**src/rtl/alu_seq_exec.sv**
```systemverilog
// alu_seq_exec: execute-stage ALU with valid/ready handshakes.
// Logic/arith ops finish in one cycle; shifts and multiply iterate one bit per cycle.
// Ports: clk, reset (async, active-high); in_valid/in_ready/Operation/a/b request side;
//        out_valid/out_ready/result/zero/illegal response side; busy while not IDLE.
module alu_seq_exec #(
    parameter int WIDTH = 64,
    parameter int SHW   = $clog2(WIDTH)
) (
    input  logic             clk,
    input  logic             reset,
    input  logic             in_valid,
    output logic             in_ready,
    input  logic [3:0]       Operation,
    input  logic [WIDTH-1:0] a,
    input  logic [WIDTH-1:0] b,
    output logic             out_valid,
    input  logic             out_ready,
    output logic [WIDTH-1:0] result,
    output logic             zero,
    output logic             illegal,
    output logic             busy
);
    typedef enum logic [1:0] {IDLE, EXEC, DONE} state_t;
    localparam logic [3:0] OP_AND = 4'b0000, OP_OR = 4'b0001, OP_ADD = 4'b0010, OP_XOR = 4'b0011,
                           OP_SLL = 4'b0100, OP_SRL = 4'b0101, OP_SUB = 4'b0110, OP_SLT = 4'b0111,
                           OP_MUL = 4'b1000, OP_SRA = 4'b1101;
    localparam logic [SHW:0] CNT_MUL = (SHW+1)'(WIDTH);
    localparam logic [SHW:0] CNT_ONE = (SHW+1)'(1);
    localparam logic [SHW:0] CNT_TWO = (SHW+1)'(2);

    state_t           state_q, state_d;
    logic [3:0]       op_q, op_d;
    logic [WIDTH-1:0] acc_q, acc_d, mcand_q, mcand_d, mplier_q, mplier_d, result_q, result_d;
    logic [SHW:0]     cnt_q, cnt_d;
    logic             zero_q, zero_d, illegal_q, illegal_d;
    logic             load, load_ill;
    logic [WIDTH-1:0] load_val, sum, first_shift;
    logic [SHW-1:0]   shamt;

    function automatic logic [WIDTH-1:0] shift1(input logic [3:0] op, input logic [WIDTH-1:0] v);
        shift1 = op == OP_SLL ? {v[WIDTH-2:0], 1'b0} :
                 op == OP_SRA ? {v[WIDTH-1], v[WIDTH-1:1]} : {1'b0, v[WIDTH-1:1]};
    endfunction

    assign shamt       = b[SHW-1:0];
    assign sum         = acc_q + (mplier_q[0] ? mcand_q : '0);
    assign first_shift = shift1(Operation, a);

    // The accept edge performs the first shift, so a shift of N finishes N edges after accept.
    always_comb begin
        state_d   = state_q;
        op_d      = op_q;
        acc_d     = acc_q;
        mcand_d   = mcand_q;
        mplier_d  = mplier_q;
        cnt_d     = cnt_q;
        result_d  = result_q;
        zero_d    = zero_q;
        illegal_d = illegal_q;
        load      = 1'b0;
        load_ill  = 1'b0;
        load_val  = '0;
        case (state_q)
            IDLE: if (in_valid) begin
                op_d = Operation;
                case (Operation)
                    OP_AND: begin load = 1'b1; load_val = a & b; end
                    OP_OR:  begin load = 1'b1; load_val = a | b; end
                    OP_ADD: begin load = 1'b1; load_val = a + b; end
                    OP_SUB: begin load = 1'b1; load_val = a - b; end
                    OP_XOR: begin load = 1'b1; load_val = a ^ b; end
                    OP_SLT: begin load = 1'b1; load_val = {{(WIDTH-1){1'b0}}, $signed(a) < $signed(b)}; end
                    OP_SLL, OP_SRL, OP_SRA: begin
                        acc_d = first_shift;
                        cnt_d = {1'b0, shamt};
                        if (shamt == '0) begin
                            load     = 1'b1;
                            load_val = a;
                        end else if (shamt == SHW'(1)) begin
                            load     = 1'b1;
                            load_val = first_shift;
                        end else begin
                            state_d = EXEC;
                        end
                    end
                    OP_MUL: begin
                        acc_d    = '0;
                        mcand_d  = a;
                        mplier_d = b;
                        cnt_d    = CNT_MUL;
                        state_d  = EXEC;
                    end
                    default: begin load = 1'b1; load_ill = 1'b1; end
                endcase
            end
            EXEC: begin
                cnt_d = cnt_q - CNT_ONE;
                if (op_q == OP_MUL) begin
                    acc_d    = sum;
                    mcand_d  = {mcand_q[WIDTH-2:0], 1'b0};
                    mplier_d = {1'b0, mplier_q[WIDTH-1:1]};
                    load     = cnt_q == CNT_ONE;
                    load_val = sum;
                end else begin
                    acc_d    = shift1(op_q, acc_q);
                    load     = cnt_q == CNT_TWO;
                    load_val = shift1(op_q, acc_q);
                end
            end
            DONE: if (out_ready) state_d = IDLE;
            default: state_d = IDLE;
        endcase
        if (load) begin
            state_d   = DONE;
            result_d  = load_val;
            zero_d    = load_val == '0;
            illegal_d = load_ill;
        end
    end

    always_ff @(posedge clk or posedge reset) begin
        if (reset) begin
            state_q   <= IDLE;
            op_q      <= '0;
            acc_q     <= '0;
            mcand_q   <= '0;
            mplier_q  <= '0;
            cnt_q     <= '0;
            result_q  <= '0;
            zero_q    <= 1'b0;
            illegal_q <= 1'b0;
        end else begin
            state_q   <= state_d;
            op_q      <= op_d;
            acc_q     <= acc_d;
            mcand_q   <= mcand_d;
            mplier_q  <= mplier_d;
            cnt_q     <= cnt_d;
            result_q  <= result_d;
            zero_q    <= zero_d;
            illegal_q <= illegal_d;
        end
    end

    assign in_ready  = state_q == IDLE;
    assign out_valid = state_q == DONE;
    assign busy      = state_q != IDLE;
    assign result    = result_q;
    assign zero      = zero_q;
    assign illegal   = illegal_q;
endmodule

```
**config.mk**
```make
export PLATFORM = sky130hd
export DESIGN_NAME = alu_seq_exec
export DESIGN_NICKNAME = d
export VERILOG_FILES = /design/src/rtl/alu_seq_exec.sv
export SDC_FILE = /design/constraint.sdc
export NUM_CORES = 2
export LEC_CHECK = 0
export CAP_MARGIN = 0
export CORE_UTILIZATION = 35
export DETAILED_ROUTE_END_ITERATION = 7
export PLACE_DENSITY = 0.49
export SKIP_CTS_REPAIR_TIMING = 1
export SYNTH_ARGS = -nofsm -noshare
export SYNTH_HDL_FRONTEND = slang
export SYNTH_SLANG_ARGS = --single-unit
```
**constraint.sdc**
```tcl
create_clock -name clk -period 9.9 [get_ports clk]
set_input_delay 0.99 -clock clk [delete_from_list [all_inputs] [get_ports clk]]
set_output_delay 0.99 -clock clk [all_outputs]
set_load 0.02 [all_outputs]
```
==> flow_metrics.py <==
metrics = {
    "synth": {
        "synth.top_cell.area_share_pct": 21.3,
        "ys_seq_elements": 271,
        "yosysSeqAreaShare_pct": 21.3,
        "synth-edff-count": 0,
        "netlist_instances": 4506,
        "syn_area_um2": 31900,
        "syn_area_per_cell_um2": 7.08,
        "synth_warnings": 0,
        "synth_cell_types": 98,
        "synthesis.nets": 4919,
        "synthTopCellsByArea": "dfrtp_1 (21%), ha_1 (11%), a21oi_1 (7.6%), nand2_1 (7.5%), nor2_1 (6.1%)",
        "yosys_most_used_dff": "dfrtp_1",
        "synth-async-reset-ratio_pct": 100,
        "yosysTopAreaCell": "dfrtp_1",
    },
    "flow_run": {
        "cap_violations": 0,
    },
    "sta": {
        "hold_ws_ns": 0.501,
        "period_share_pct": 71.6,
        "drv_slew": 0,
        "slew_headroom_pct": 23.3,
        "hold_violations": 0,
        "fin_crit_ns": 7.08,
        "finClkSkew_ns": 0.0384,
        "setup-tns-final_ns": 0,
        "worst_slack_ns": 2.82,
        "tightest_slew_ns": 1.14,
        "fmax_ghz": 0.141,
        "setup_viol": 0,
        "rsz0062_at_grt": "no",
    },
    "pwr": {
        "ir_worst_vdd_mv": 0.174,
        "powerDensity_nw_per_um2": 306,
        "p_total_mw": 11.1,
        "leakage_nw": 15.0,
    },
    "clock_tree": {
        "cts-buffers-inserted": 39,
        "cts_buffer_depth": 3,
        "clockRootBuffer": "clkbuf_16",
        "insertion_delay_ns": 0.63,
        "cts.sinks": 271,
        "cts_tree": "done",
        "htree_num_levels": 2,
        "clk_pin_slew_ns": 0.06,
    },
    "worst_hold_path": {
        "hp-class": "reg2reg",
    },
    "worst_setup_path": {
        "cp_cell_sequence": "clkdlybuf4s50_1 > inv_1 > ha_1 > inv_2 > a21oi_1 > o31ai_1 > o211ai_2 > a311oi_1 > or3_1 > o31ai_2 > mux2i_1 > a2111oi_2 > nand4b_1 > or4_1 > nor4_1 > a22o_1",
        "crit_family": "compound AO/OA/AOI/OAI gates",
        "cp.required_ns": 10.45,
        "crit_slowest_cell": "a2111oi_2",
        "cpPeakStageDelay_ns": 0.90,
        "cp_num_buf_inv": 3,
        "cp-start-kind": "primary input",
        "path_max_fanout": 15,
        "cp-end-kind": "flop",
        "arrival_ns": 7.64,
        "worstSetupPathType": "in2reg",
    },
    "place": {
        "gp_congestion": 1.03,
        "dpl.hpwl_um": 129000,
        "place_ws_ns": 2.51,
        "place_area_um2": 34800,
        "portBuffers": 204,
    },
    "global_route": {
        "grt_pass1_vias": 33729,
        "grt_start_max_net_pins": 151,
        "antenna_found_initial": 11,
        "grt_overflow": 0,
        "grt.met1_usage_pct": 52.3,
        "grt_pass1_wl_um": 244000,
        "use_met3_pct": 5.98,
        "grt_use_total_pct": 35.5,
        "busiest_layer": "met2",
        "use_met2_pct": 52.3,
    },
    "cells_and_area": {
        "nets": 4920,
        "syn_to_final_growth_pct": 13.4,
        "layout-drive-gt1-share_pct": 5.32,
        "final_area_um2": 36200,
    },
    "run_status": {
        "status": "complete, no violations",
    },
    "drt": {
        "drc_errors": 0,
        "drtIter0Drc": 4307,
        "drtPass1Iterations": 6,
        "viasPerCell": 6.30,
        "drtAntennaViolNets": 0,
        "wirelength_um": 168000,
        "routedWlPerCell_um": 29.5,
        "vias": 35975,
    },
    "floorplan": {
        "coreArea_um2": 90100,
        "ios": 205,
        "initial_core_util_pct": 35.4,
        "dieWidth_um": 304,
        "die_h_um": 304,
        "dieArea_um2": 92400,
        "row_count": 110,
    },
}
[routing by layer]
| metal | routed length, um | vias to the layer above |
|---|---|---|
| met5 | 37 | - |
| met4 | 5410 | 6 |
| met3 | 14500 | 260 |
| met2 | 70500 | 1785 |
| met1 | 78000 | 17677 |
| li1 | - | 16247 |
[cell type report]
cell class                      instances  area, um2
Antenna cell                            3       7.51
Clock buffer                           57       1190
Clock inverter                         11        139
Fill cell                            9641      54000
Tap cell                             1176       1470
Timing Repair Buffer                  269       2570
Inverter                              240        908
Sequential cell                       271       6780
Multi-Input combinational cell       3686      23100
[synthesized netlist by cell type (54+ instances only)]
master and count:
nand4_1 79, mux2i_1 97, clkbuf_1 231, xnor2_1 79
o21a_1 54, a21oi_1 485, ha_1 274, dfrtp_1 271
nor2_1 522, nand2_1 637, and2_1 70, nor3_1 66
o31ai_1 54, a22oi_1 55, o211ai_1 90, nand3_1 63
o21ai_0 204, inv_1 228, a31oi_1 166
[stage by stage]
| step | std cells | util (%) |
|---|---|---|
| floorplan | 4506 | - |
| finish | 5713 | 40.1 |
| global placement | 5642 | 38.6 |
| global route | 5712 | 40.1 |
| CTS | 5710 | 40.1 |
| detailed placement | 5642 | 38.6 |
[power breakdown]
group	leakage [nW]	total, mW	switching, mW	internal [mW]
registers	3.08	2.22	0.571	1.65
logic	11.2	7.32	4.76	2.56
clock network	0.651	1.52	0.616	0.904
[worst reg2reg max path, cell delays in order, from the launching register on]
cell	delay [ns]
dfrtp_1	0.35
buf_4	0.31
and2_1	0.31
ha_1	0.24
fa_1	0.46
a211oi_1	0.39
o21ai_0	0.33
a22oi_1	0.44
a2111oi_0	0.18
buf_4	0.19
o21ai_0	0.59
nand2_1	0.14
xnor2_1	0.18
nor2_1	0.05
o21ai_0	0.71
o311ai_0	0.59
or4_1	0.69
nor4_1	0.35
a22o_1	0.17
[sequential cells by signal, summed over array words and instances, names as in the netlist]
| name | flops |
|---|---|
| mplier_q | 64 |
| zero | 1 |
| state_q | 2 |
| acc_q | 64 |
| mcand_q | 64 |
| result | 64 |
| op_q | 4 |
| cnt_q | 7 |
| illegal | 1 |
[path summary, 6_finish.rpt]
kind                        startpoint           end  slack [ns]  cells past startpoint
min in group asynchronous        reset     result[1]        0.96                      2
max                               a[9]          zero        2.82                     16
max in group asynchronous        reset  mplier_q[45]        7.60                      3
max reg2reg                mplier_q[0]          zero        3.18                     18
min reg2reg                   cnt_q[5]      cnt_q[5]        0.50                      1
min                           cnt_q[5]      cnt_q[5]        0.50                      1
[layout by cell type, fill, tap and decap left out, types with 30 or more instances in the layout]
cell / n
nand4_1: 79
a21oi_1: 483
ha_1: 274
inv_1: 226
o21a_1: 54
a31oi_1: 166
nand2_1: 635
dfrtp_1: 271
clkdlybuf4s50_1: 201
o31ai_1: 54
a21o_1: 38
o21ai_0: 204
xnor2_1: 79
nand3_1: 63
nor4_1: 44
nor3_1: 65
buf_4: 64
o21bai_1: 42
mux2_2: 30
nor2_1: 514
o211ai_1: 90
and2_1: 70
or3_1: 30
mux2i_1: 97
a211oi_1: 53
clkbuf_16: 41
o22ai_1: 46
a22oi_1: 55
[kinds of logic (layout without fill, tap and decap cells)]
kind of cell	Yosys count	in the layout	synth area share [%]
muxes	129	129	4.21
AOI/OAI and AO/OA	1533	1533	31.0
xor gates and xnor gates	101	101	2.77
and+or+nand+nor	1646	1646	23.1
adders and majority gates	277	277	10.9
DFF	271	271	21.3
buffers and inverters	549	577	6.70
other	0	3	0
(Power assumes the default switching activity.)
